`src/rtl/oam_dma_engine_if.sv`:
```
// -----------------------------------------------------------------------------
// oam_dma_engine_if
//
// Shared CPU-bus bundle between the OAM DMA engine, the CPU core it snoops and
// the memory/IO fabric it drives while it owns the bus.
//
// Signals:
//   cpu_addr   [15:0]  CPU bus address, snooped for the trigger write
//   cpu_data_o [7:0]   CPU write data (trigger page number)
//   cpu_we             CPU write strobe
//   mem_data_i [7:0]   combinational read data from the fabric for dma_addr
//   cpu_rdy            CPU ready, 0 while the CPU is halted
//   dma_active         bus grant, 1 while the dma_* signals own the bus
//   dma_addr   [15:0]  DMA bus address
//   dma_data_o [7:0]   DMA write data
//   dma_we             DMA write strobe
//   dma_done           one-cycle pulse at the end of a transfer
//
// Modports:
//   master  the DMA engine side
//   slave   the CPU/fabric side (drives snoop and read data, observes DMA)
// -----------------------------------------------------------------------------
interface oam_dma_engine_if;
    logic [15:0] cpu_addr;
    logic [7:0]  cpu_data_o;
    logic        cpu_we;
    logic [7:0]  mem_data_i;
    logic        cpu_rdy;
    logic        dma_active;
    logic [15:0] dma_addr;
    logic [7:0]  dma_data_o;
    logic        dma_we;
    logic        dma_done;

    modport master (
        input  cpu_addr, cpu_data_o, cpu_we, mem_data_i,
        output cpu_rdy, dma_active, dma_addr, dma_data_o, dma_we, dma_done
    );

    modport slave (
        output cpu_addr, cpu_data_o, cpu_we, mem_data_i,
        input  cpu_rdy, dma_active, dma_addr, dma_data_o, dma_we, dma_done
    );
endinterface

```
`src/rtl/oam_dma_engine.sv`:
```
// -----------------------------------------------------------------------------
// oam_dma_engine
//
// Sprite OAM DMA initiator. A CPU write to TRIG_ADDR latches a page number,
// halts the CPU and then copies XFER_LEN bytes from {page, 8'h00..} to the OAM
// data port OAM_ADDR as read/write pairs on the shared CPU bus.
//
// Ports:
//   clk   system clock, all logic on the rising edge
//   rst   synchronous, active-high reset
//   bus   oam_dma_engine_if.master (snooped CPU write, fabric read data,
//         cpu_rdy / dma_active / dma_addr / dma_data_o / dma_we / dma_done)
//
// Parameters:
//   TRIG_ADDR  CPU write address that starts a transfer
//   OAM_ADDR   destination address of every write cycle
//   XFER_LEN   bytes per transfer, power of two, at most 256
//
// Build option:
//   OAM_DMA_ALIGN_EN  when defined, a HALT cycle landing on a put cycle
//                     (parity 1) is followed by one idle ALIGN cycle so the
//                     first read happens on a get cycle. When undefined the
//                     parity toggle is not built and HALT always goes to READ.
//
// All outputs are registered. Halt length is 1 + align + 2*XFER_LEN cycles.
// -----------------------------------------------------------------------------
module oam_dma_engine #(
    parameter logic [15:0] TRIG_ADDR = 16'h4014,
    parameter logic [15:0] OAM_ADDR  = 16'h2004,
    parameter int          XFER_LEN  = 256
) (
    input  logic              clk,
    input  logic              rst,
    oam_dma_engine_if.master  bus
);

    typedef enum logic [2:0] {
        IDLE  = 3'd0,
        HALT  = 3'd1,
        ALIGN = 3'd2,
        READ  = 3'd3,
        WRITE = 3'd4
    } state_e;

    localparam logic [7:0] LAST_IDX = 8'(XFER_LEN - 1);

    state_e      state_q;
    logic [7:0]  page_q;
    logic [7:0]  idx_q;
    logic [7:0]  idx_d;
    logic        cpu_rdy_q;
    logic        dma_active_q;
    logic [15:0] dma_addr_q;
    logic [7:0]  dma_data_q;
    logic        dma_we_q;
    logic        dma_done_q;
`ifdef OAM_DMA_ALIGN_EN
    logic        parity_q;     // 0 = get cycle, 1 = put cycle
`endif

    logic        trig;
    logic [15:0] rd_addr;

    // Only a write to the trigger address counts; reads of it are ignored.
    assign trig    = bus.cpu_we && (bus.cpu_addr == TRIG_ADDR);
    // Page is fixed for the whole transfer, so the read address never
    // carries into the next page.
    assign rd_addr = {page_q, idx_q};
    assign idx_d   = idx_q + 8'd1;

    always_ff @(posedge clk) begin
        if (rst) begin
            state_q      <= IDLE;
            page_q       <= 8'h00;
            idx_q        <= 8'h00;
            cpu_rdy_q    <= 1'b1;
            dma_active_q <= 1'b0;
            dma_addr_q   <= 16'h0000;
            dma_data_q   <= 8'h00;
            dma_we_q     <= 1'b0;
            dma_done_q   <= 1'b0;
`ifdef OAM_DMA_ALIGN_EN
            parity_q     <= 1'b0;
`endif
        end else begin
`ifdef OAM_DMA_ALIGN_EN
            parity_q   <= ~parity_q;
`endif
            dma_done_q <= 1'b0;

            case (state_q)
                IDLE: begin
                    // Also reached in the dma_done cycle, which is what makes
                    // back-to-back transfers possible.
                    if (trig) begin
                        page_q       <= bus.cpu_data_o;
                        state_q      <= HALT;
                        cpu_rdy_q    <= 1'b0;
                        dma_active_q <= 1'b1;
                    end
                end

                HALT: begin
`ifdef OAM_DMA_ALIGN_EN
                    if (parity_q) begin
                        state_q <= ALIGN;
                    end else begin
                        state_q    <= READ;
                        dma_addr_q <= rd_addr;
                    end
`else
                    state_q    <= READ;
                    dma_addr_q <= rd_addr;
`endif
                end

                ALIGN: begin
                    state_q    <= READ;
                    dma_addr_q <= rd_addr;
                end

                READ: begin
                    // mem_data_i answers dma_addr within this cycle.
                    dma_data_q <= bus.mem_data_i;
                    dma_addr_q <= OAM_ADDR;
                    dma_we_q   <= 1'b1;
                    state_q    <= WRITE;
                end

                WRITE: begin
                    dma_we_q <= 1'b0;
                    if (idx_q == LAST_IDX) begin
                        // Bus handed back in the same cycle as the done pulse;
                        // dma_addr / dma_data_o keep their last values.
                        idx_q        <= 8'h00;
                        state_q      <= IDLE;
                        dma_done_q   <= 1'b1;
                        cpu_rdy_q    <= 1'b1;
                        dma_active_q <= 1'b0;
                    end else begin
                        idx_q      <= idx_d;
                        dma_addr_q <= {page_q, idx_d};
                        state_q    <= READ;
                    end
                end

                default: begin
                    state_q <= IDLE;
                end
            endcase
        end
    end

    assign bus.cpu_rdy    = cpu_rdy_q;
    assign bus.dma_active = dma_active_q;
    assign bus.dma_addr   = dma_addr_q;
    assign bus.dma_data_o = dma_data_q;
    assign bus.dma_we     = dma_we_q;
    assign bus.dma_done   = dma_done_q;

endmodule

```
`src/flat_wrapper.sv`:
```
// flat-port wrapper written by rule: the top's interface ports become plain ports
module oam_dma_engine_flat 
#(
    parameter logic [15:0] TRIG_ADDR = 16'h4014,
    parameter logic [15:0] OAM_ADDR  = 16'h2004,
    parameter int          XFER_LEN  = 256
)
  (clk, rst, bus_cpu_addr, bus_cpu_data_o, bus_cpu_we, bus_mem_data_i, bus_cpu_rdy, bus_dma_active, bus_dma_addr, bus_dma_data_o, bus_dma_we, bus_dma_done);
  oam_dma_engine_if bus_i ();
  input  logic clk;
  input  logic rst;
  input wire logic [$bits(bus_i.cpu_addr)-1:0] bus_cpu_addr;
  input wire logic [$bits(bus_i.cpu_data_o)-1:0] bus_cpu_data_o;
  input wire logic [$bits(bus_i.cpu_we)-1:0] bus_cpu_we;
  input wire logic [$bits(bus_i.mem_data_i)-1:0] bus_mem_data_i;
  output wire logic [$bits(bus_i.cpu_rdy)-1:0] bus_cpu_rdy;
  output wire logic [$bits(bus_i.dma_active)-1:0] bus_dma_active;
  output wire logic [$bits(bus_i.dma_addr)-1:0] bus_dma_addr;
  output wire logic [$bits(bus_i.dma_data_o)-1:0] bus_dma_data_o;
  output wire logic [$bits(bus_i.dma_we)-1:0] bus_dma_we;
  output wire logic [$bits(bus_i.dma_done)-1:0] bus_dma_done;
  assign bus_i.cpu_addr = bus_cpu_addr;
  assign bus_i.cpu_data_o = bus_cpu_data_o;
  assign bus_i.cpu_we = bus_cpu_we;
  assign bus_i.mem_data_i = bus_mem_data_i;
  assign bus_cpu_rdy = bus_i.cpu_rdy;
  assign bus_dma_active = bus_i.dma_active;
  assign bus_dma_addr = bus_i.dma_addr;
  assign bus_dma_data_o = bus_i.dma_data_o;
  assign bus_dma_we = bus_i.dma_we;
  assign bus_dma_done = bus_i.dma_done;
  oam_dma_engine #(.TRIG_ADDR(TRIG_ADDR), .OAM_ADDR(OAM_ADDR), .XFER_LEN(XFER_LEN)) u_core (.clk(clk), .rst(rst), .bus(bus_i));
endmodule
```
`config.mk`:
```
export PLATFORM = sky130hd
export DESIGN_NAME = oam_dma_engine_flat
export DESIGN_NICKNAME = d
export VERILOG_FILES = /design/src/rtl/oam_dma_engine_if.sv /design/src/rtl/oam_dma_engine.sv /design/src/flat_wrapper.sv
export SDC_FILE = /design/constraint.sdc
export NUM_CORES = 1
export LEC_CHECK = 0
export BUFFER_PORTS_ARGS = -buffer_cell sky130_fd_sc_hd__buf_4
export CORE_MARGIN = 10
export CORE_UTILIZATION = 51
export DETAILED_ROUTE_END_ITERATION = 8
export PLACE_DENSITY = 0.79
export SYNTH_ARGS = -nofsm -noshare
export SYNTH_HDL_FRONTEND = slang
export SYNTH_SLANG_ARGS = --single-unit
```
`constraint.sdc`:
```
create_clock -name clk -period 2.4 [get_ports clk]
set_input_delay 0.12 -clock clk [delete_from_list [all_inputs] [get_ports clk]]
set_output_delay 0.12 -clock clk [all_outputs]
set_load 0.02 [all_outputs]
```
; Yosys cells after proc, flatten, opt, wreduce, memory -nomap -nowiden
; Index checks and enable logic that the tools add are counted.
[totals]
reg_bits = 47
word_cells = 44
[op_classes]
muxes = 14
n_bitwise = 1
n_reduce_logical = 10
n_addsub = 1
n_eq_ne = 9
[op_table]
columns = op, n
row1 = 16-bit case mux with 3 select lines, 1
row2 = 16-bit by 15-bit == test with 1-bit output (second input constant), 1
row3 = 16-bit 2-to-1 mux, 1
row4 = 3-bit case mux with 4 select lines, 1
row5 = 8-bit by 1-bit adder with 8-bit output (second input constant), 1
row6 = 8-bit == test (second input constant), 1
row7 = 8-bit 2-to-1 mux, 1
row8 = 3-bit by 2-bit == test with 1-bit output (second input constant), 2
row9 = 1-bit case mux with 2 select lines, 3
row10 = 1-bit 2-to-1 mux, 5
row11 = 2-bit by 1-bit != test with 1-bit output (second input constant), 2
row12 = 2-bit AND reduction, 2
row13 = 2-bit nonzero test, 2
row14 = 2-bit OR reduction, 2
row15 = 3-bit by 1-bit == test with 1-bit output (second input constant), 1
row16 = 3-bit == test (second input constant), 1
row17 = 3-bit zero test, 1
row18 = 3-bit 2-to-1 mux, 1
row19 = 3-bit AND reduction, 1
row20 = 3-bit nonzero test, 1
row21 = 2-bit 2-to-1 mux, 1
row22 = 2-bit != test (second input constant), 1
row23 = 1-bit logical AND, 1
row24 = 1-bit inverter, 1

; Logic depth before layout (Yosys ltp)
; Gate-level depths: netlist (run 1).
[logic_depth]
ltp_word = 4
ltp_mapped = 7
mapped_depth_nobuf = 5

; Worst setup path before layout (run 1)
; Ideal clock, no wire load.
[synth_path]
path_type = register to register
from = register u_core.idx_q[0]
to = register u_core.dma_addr_q[2] (netlist: u_core.bus.dma_addr[2])
slack_ns = 0.658
path_stages_with_launch = 7
setup_time_ns = 0.091
path_buffers = 1
period_less_slack_ns = 1.742
arrival_time_ns = 1.651
path_cell_list = dfxtp_1 ha_1 nand4_1 o21ai_0 clkbuf_1 nand2_1 a311oi_1
[synth_via]
elab_chain_len = 3
word_cells_on_any_way = 6
[synth_rtl]
columns = item, line
row1 = start: declaration, oam_dma_engine.sv:49  ; logic [7:0] idx_q;
row2 = start signal: assignment, oam_dma_engine.sv:141  ; idx_q <= idx_d;
row3 = 8-bit by 1-bit adder with 8-bit output or 8-bit == test (tied branches), "oam_dma_engine.sv:69, oam_dma_engine.sv:132"
row4 = 16-bit 2-to-1 mux or 2-bit != test (tied branches), --
row5 = 16-bit case mux with 3 select lines or 2-bit AND reduction (tied branches), --
row6 = end signal: assignment, oam_dma_engine.sv:113  ; dma_addr_q <= rd_addr;
row7 = end signal: assignment, oam_dma_engine.sv:119  ; dma_addr_q <= rd_addr;
row8 = end signal: assignment, oam_dma_engine.sv:142  ; dma_addr_q <= {page_q, idx_d};
row9 = end: declaration, oam_dma_engine.sv:53  ; logic [15:0] dma_addr_q;
; Parallel ways exist; a longest one is shown, timed or not. The select of a mux whose other input is x is not followed.
; A chain may end at the register's enable or synchronous reset.

; Final worst setup path (run 1)
[layout_path]
from = register u_core.state_q[2]
to = register u_core.dma_addr_q[4] (netlist: u_core.bus.dma_addr[4])
[layout_via]
elab_chain_len = 4
word_cells_on_any_way = 9
[layout_rtl]
columns = item, line
row1 = start: declaration, oam_dma_engine.sv:47  ; state_e state_q;
row2 = start signal: assignment, oam_dma_engine.sv:73  ; state_q <= IDLE;
row3 = start signal: assignment, oam_dma_engine.sv:97  ; state_q <= HALT;
row4 = start signal: assignment, oam_dma_engine.sv:112  ; state_q <= READ;
row5 = 3-bit by 1-bit == test with 1-bit output or 3-bit by 2-bit == test with 1-bit output (tied branches), oam_dma_engine.sv:91  ; case (state_q)
row6 = 2-bit OR reduction (no source line), --
row7 = 3-bit nonzero test (no source line), --
row8 = 2-bit AND reduction (no source line), --
; Parallel ways exist; a longest one is shown, timed or not.

==> summary.md, run 1 <==
| Metric | Value |
|---|---|
| Status | `completed` |
| GRT Util Overall | `15.83%` |
| Tmin final | `1.997 ns` |
| M3 GR Usage | `6.055%` |
| Worst R2R Setup Slack | `0.40 ns` |
| Placed insts | `343` |
| Cell Chain, Critical Path | `or3b_4, a21oi_4, nor3_1, a311oi_1` |
| Detailed Place HPWL | `3973 um` |
| Highest-count cells in the layout ignoring fill and taps | `buf_4, dfxtp_1, a21oi_1` |
| Post-CTS setup buffers | `0` |
| Final worst-path cycle share | `83.19%` |
| Synth Flop Type | `dfxtp_1` |
| Row cnt | `23` |
| Min-Delay Path Class | `input port to flop` |
| Clock latency on the worst-skew pair | `0.30 ns` |
| Critical path capture point type | `flop` |
| Syn nets | `282` |
| Sequential share of the synthesized area | `45.14%` |
| Main combinational cell family by area after synthesis | `simple AND/OR/NAND/NOR gates` |
| Power density over cell area | `680.0 nW/um2` |
| GRT busiest layer | `met2` |
| CTS sink cnt | `47` |
| Adder-Cell Fraction of Synth Area | `0.6002%` |
| Slowest Stage Delay on Critical Path | `0.55 ns` |
| Req. time, crit path | `2.61 ns` |
| RD Place Congestion | `0.8437` |
| Initial DRC count | `116` |
| Met2 usage | `26.34%` |
| WL final | `5487 um` |
| CTS clk-pin slew, worst paths | `0.09 ns` |
| Hold Vio Cnt, Final | `0` |
| DR WL/cell | `15.63 um` |
| Distinct cell type count after synthesis | `45` |
| FF+latch count, synth | `47` |
| Yosys warns | `0` |
| Worst EP arrival | `2.20 ns` |
| Commonest non-fill, non-tap cell in the layout | `buf_4` |
| Compound-cell area share of the yosys netlist | `23.59%` |
| Synth Instances | `246` |
| Fmax | `0.5009 GHz` |
| Setup Skew | `0.006369 ns` |
| Total power | `1.816 mW` |
| Final Util | `67.27%` |
| Grt ovf | `0` |
| Final TNS setup | `0 ns` |
| Hold buffers post-CTS | `0` |
| Core area | `3971 um2` |
| CTS HTree Levels | `2` |
| CP max FO | `21` |
| I/O pin count | `63` |
| Num CTS Buffers | `5` |
| Layout cell share with drive strength beyond 1 | `27.24%` |
| Post-synth EDFFs | `0` |
| Multiplexer share of the synthesized area | `1.020%` |
| Filler instances | `346` |
| Worst Tran Pin Value | `0.5996 ns` |
| DIE HEIGHT | `83.93 um` |
| Antenna violations before repair | `0` |
| IO Port Bufs | `62` |
| Initial core utilization | `52.49%` |
| Worst rel slew slack | `59.88%` |
| Crit start category | `flop` |
| Async S/R FF share, synth | `0%` |
| Die Footprint | `7044 um2` |
| DR vias | `2004` |
| Max-slew violation count | `0` |
| Xor and xnor fraction of the mapped netlist area | `0.8403%` |
| Setup CP Type | `flop to flop` |
| DR vias/cell | `5.709` |
| CTS tree | `yes` |
| Static Leak | `0.9903 nW` |
| Peak VDD IR | `0.0003241 V` |
| Grt met1 use | `17.68%` |
| Slowest-stage cell, CP | `or3b_4` |
| Vias in the first global route | `2130` |
| Largest net degree at the start of global routing | `49` |
| Routed Antenna Nets | `0` |
| Diode count | `0` |
| CTS resizes | `0` |
| WHS | `0.05501 ns` |
| Die width | `83.93 um` |
| Post-Layout Cell Count | `351` |
| Post-Syn Area per Cell | `8.474 um2` |
| Post-Syn Area | `2084 um2` |
| RSZ-0062 raised after global routing | `no` |
| Synth-to-Final Area Change | `28.15%` |
| First-pass GRT wire length | `9604 um` |
| Detailed-router iteration count before antenna repair | `4` |
| Max-Cap Viols | `0` |
| CTS root buffer | `clkbuf_8` |
| Final #Nets | `336` |
| Post-Synth Simple-Gate Area | `24.55%` |
| Setup violators final | `0` |
| # DRC | `0` |
| Clk buf depth | `2` |
[where the power goes]
part | switching [mW] | total [mW] | internal (mW)
clock network | 0.259 | 0.596 | 0.337
logic | 0.198 | 0.360 | 0.162
registers | 0.0356 | 0.861 | 0.825
[metrics by stage]
step | cell area, um2 | worst slack (ns)
final | 2671 | 0.4034
after global routing | 2671 | 0.2284
after CTS | 2671 | 0.4224
after detailed placement | 2554 | 0.4447
after global placement | 2554 | 0.5106
after floorplan | 2085 | 0.6578
[routing by layer]
metal  routed length (um)  share of wire, %  vias to the layer above
met4                  119               2.2                        0
met1                 2282                42                      913
met5                    0                 0                        -
li1                     -                 -                     1020
met3                  420               7.7                       12
met2                 2665                49                       59
[logic make-up (layout without fill, tap and decap cells)]
logic type / Yosys count / after routing
muxes: 2 / 2
xor gates and xnor gates: 2 / 2
AOI/OAI and AO/OA: 80 / 80
adders and majority gates: 1 / 1
and+or+nand+nor: 95 / 95
DFF: 47 / 47
buffers and inverters: 19 / 74
[Yosys cell counts, types with 2 or more instances]
master,n,area [um2]
o311ai_0,2,17.52
or3_1,4,25.02
nand2_1,24,90.09
nand4_1,10,62.56
or4_4,2,22.52
buf_2,2,10.01
buf_1,2,7.510
and2_1,2,12.51
nand3_1,14,70.07
nor2b_1,3,18.77
nor2_1,11,41.29
clkbuf_1,13,48.80
nor3_1,10,50.05
buf_6,2,22.52
and3_1,4,25.02
dfxtp_1,47,940.9
o31ai_1,2,15.01
o211ai_1,9,67.56
a21oi_1,35,175.2
o21ai_0,18,90.09
a311oi_1,6,52.55
[worst max-delay path, delay by kind of cell, from the launching register on]
family	cells	cell delay [ns]
AOI/OAI and AO/OA	2	0.71
DFF	1	0.53
and+or+nand+nor	2	0.66
[registers in the layout, indices dropped and copies added (netlist names)]
register	flops
u_core.state_q	3
u_core.bus.dma_we	1
u_core.bus.dma_addr	16
u_core.idx_q	8
u_core.page_q	8
u_core.bus.dma_active	1
u_core.bus.dma_done	1
u_core.bus.cpu_rdy	1
u_core.bus.dma_data_o	8
[final timing paths]
path / start / cells past startpoint / end
worst min-delay path: bus_mem_data_i[1] / 3 / u_core.bus.dma_data_o[1]
worst max-delay path: u_core.state_q[2] / 4 / u_core.bus.dma_addr[4]
worst min register to register: u_core.bus.dma_data_o[0] / 2 / u_core.bus.dma_data_o[0]
worst max register to register: u_core.state_q[2] / 4 / u_core.bus.dma_addr[4]
[area by class of cell]
cell class / count / area (um2) / area share, %
clock buffer: 6 / 82.58 / 3.091
clock inverter: 2 / 35.03 / 1.311
multi-input combinational: 180 / 1055 / 39.48
sequential: 47 / 940.9 / 35.22
tap: 50 / 62.56 / 2.342
timing repair buffer: 66 / 495.5 / 18.55
No activity file was read; power rests on OpenSTA's default activity.
==> inputs of run 2 (changes only) <==
--- a/config.mk
+++ b/config.mk
@@ -7,9 +7,9 @@
 export LEC_CHECK = 0
 export BUFFER_PORTS_ARGS = -buffer_cell sky130_fd_sc_hd__buf_4
 export CORE_MARGIN = 10
-export CORE_UTILIZATION = 51
+export CORE_UTILIZATION = 46
 export DETAILED_ROUTE_END_ITERATION = 8
-export PLACE_DENSITY = 0.79
+export PLACE_DENSITY = 0.75
 export SYNTH_ARGS = -nofsm -noshare
 export SYNTH_HDL_FRONTEND = slang
 export SYNTH_SLANG_ARGS = --single-unit
==> constraint.sdc (replaced) <==
create_clock -name clk -period 1.7 [get_ports clk]
set_input_delay 0.085 -clock clk [delete_from_list [all_inputs] [get_ports clk]]
set_output_delay 0.085 -clock clk [all_outputs]
set_load 0.02 [all_outputs]
==> run 2 against run 1 <==
Against the previous run: hold slack worse by 0.049 ns; worst setup slack worse by 0.36 ns; sequential power is 39% higher; final cell count is 7.7% higher.
==> summary.md, run 2 (same netlist as run 1, synthesis figures left out) <==
| Metric | Value |
|---|---|
| Highest-count cells in the layout ignoring fill and taps | `buf_4, dfxtp_1, a21oi_1` |
| Min-Delay Path Class | `input port to flop` |
| Clk buf depth | `2` |
| Peak VDD IR | `0.0003993 V` |
| CTS root buffer | `clkbuf_8` |
| Hold Vio Cnt, Final | `0` |
| CTS sink cnt | `47` |
| DR vias | `2138` |
| WL final | `6049 um` |
| Detailed-router iteration count before antenna repair | `4` |
| Slowest-stage cell, CP | `or4_4` |
| Critical path capture point type | `flop` |
| Status | `completed` |
| Tmin final | `1.658 ns` |
| Worst Tran Pin Value | `0.5023 ns` |
| Max-Cap Viols | `0` |
| Worst EP arrival | `1.88 ns` |
| Final worst-path cycle share | `97.53%` |
| Setup Skew | `0.01573 ns` |
| Final WS setup | `0.04202 ns` |
| RD Place Congestion | `0.8422` |
| Final #Nets | `361` |
| Setup CP Type | `flop to flop` |
| CTS clk-pin slew, worst paths | `0.10 ns` |
| Grt ovf | `0` |
| Worst rel slew slack | `66.52%` |
| CTS HTree Levels | `2` |
| DIE HEIGHT | `87.32 um` |
| Num CTS Buffers | `5` |
| DR vias/cell | `5.656` |
| Core area | `4384 um2` |
| Routed Antenna Nets | `0` |
| Setup violators final | `0` |
| Largest net degree at the start of global routing | `49` |
| Hold buffers post-CTS | `0` |
| Commonest non-fill, non-tap cell in the layout | `buf_4` |
| Static Leak | `1.117 nW` |
| Placed insts | `363` |
| Power density over cell area | `903.9 nW/um2` |
| Post-Place Setup Slack | `0.04315 ns` |
| Clock latency on the worst-skew pair | `0.31 ns` |
| Layout cell share with drive strength beyond 1 | `34.66%` |
| # DRC | `0` |
| GRT Util Overall | `15.29%` |
| Req. time, crit path | `1.92 ns` |
| I/O pin count | `63` |
| CP max FO | `6` |
| Post-Layout Cell Count | `378` |
| Row cnt | `24` |
| Crit start category | `flop` |
| Initial DRC count | `123` |
| Total power | `2.615 mW` |
| Initial core utilization | `47.55%` |
| Antenna violations before repair | `0` |
| Slowest Stage Delay on Critical Path | `0.54 ns` |
| First-pass GRT wire length | `9584 um` |
| Final TNS setup | `0 ns` |
| CTS tree | `yes` |
| Number of flip-flops in the largest register | `16` |
| Die width | `87.32 um` |
| IO Port Bufs | `62` |
| Fmax | `0.6031 GHz` |
| Detailed Place HPWL | `4438 um` |
| Synth-to-Final Area Change | `38.78%` |
| DR WL/cell | `16.00 um` |
| Die Footprint | `7624 um2` |
| Vias in the first global route | `2067` |
| Cell Chain, Critical Path | `or3b_4, or4_4, a311oi_2` |
| Max-slew violation count | `0` |
| Diode count | `0` |
run 2: worst max-delay path, delay by kind of cell (launching register included):
kind               cells  cell delay (ns)
AOI/OAI and AO/OA      1             0.26
DFF                    1             0.35
and+or+nand+nor        2             0.97
run 2: timing repair:
item,CTS,global route
setup endpoints to repair,0,11
gates resized for setup,0,9
setup buffers,0,7
run 2: worst paths after layout:
kind | from | end | slack (ns) | depth (start not counted)
max reg2reg | u_core.state_q[2] | u_core.bus.dma_addr[6] | 0.04 | 3
min reg2reg | u_core.bus.dma_data_o[3] | u_core.bus.dma_data_o[3] | 0.46 | 2
max | u_core.state_q[2] | u_core.bus.dma_addr[6] | 0.04 | 3
min | bus_mem_data_i[6] | u_core.bus.dma_data_o[6] | 0.006 | 3
run 2: cell type report:
type	instances	area [um2]
Multi-Input combinational cell	180	1064
Clock inverter	3	46.29
Sequential cell	47	945.9
Fill cell	375	1491
Tap cell	52	65.06
Timing Repair Buffer	91	703.2
Clock buffer	5	68.82
run 2: power by group:
part	switching [mW]	internal (mW)
combinational	0.307	0.268
sequential	0.0351	1.17
clock	0.395	0.443
run 2: routing by layer:
layer / wire [um] / global-route usage, % / vias to the layer above / part of all wire [%]
met5: 0 / 0 / - / 0
met3: 365 / 4.682 / 8 / 6.0
met2: 3127 / 25.46 / 50 / 52
met1: 2480 / 18.01 / 1007 / 41
li1: - / - / 1073 / -
met4: 77 / 5.362 / 0 / 1.3
run 2: through the flow:
step	hold WS, ns	instance area, um2	utilization (%)
final	0.005909	2893	65.98
after global routing	0.01467	2893	65.98
after CTS	0.003850	2806	64.01
after detailed placement	0.3400	2691	61.39
after global placement	0.3340	2691	61.39
after floorplan	0.2210	2086	-
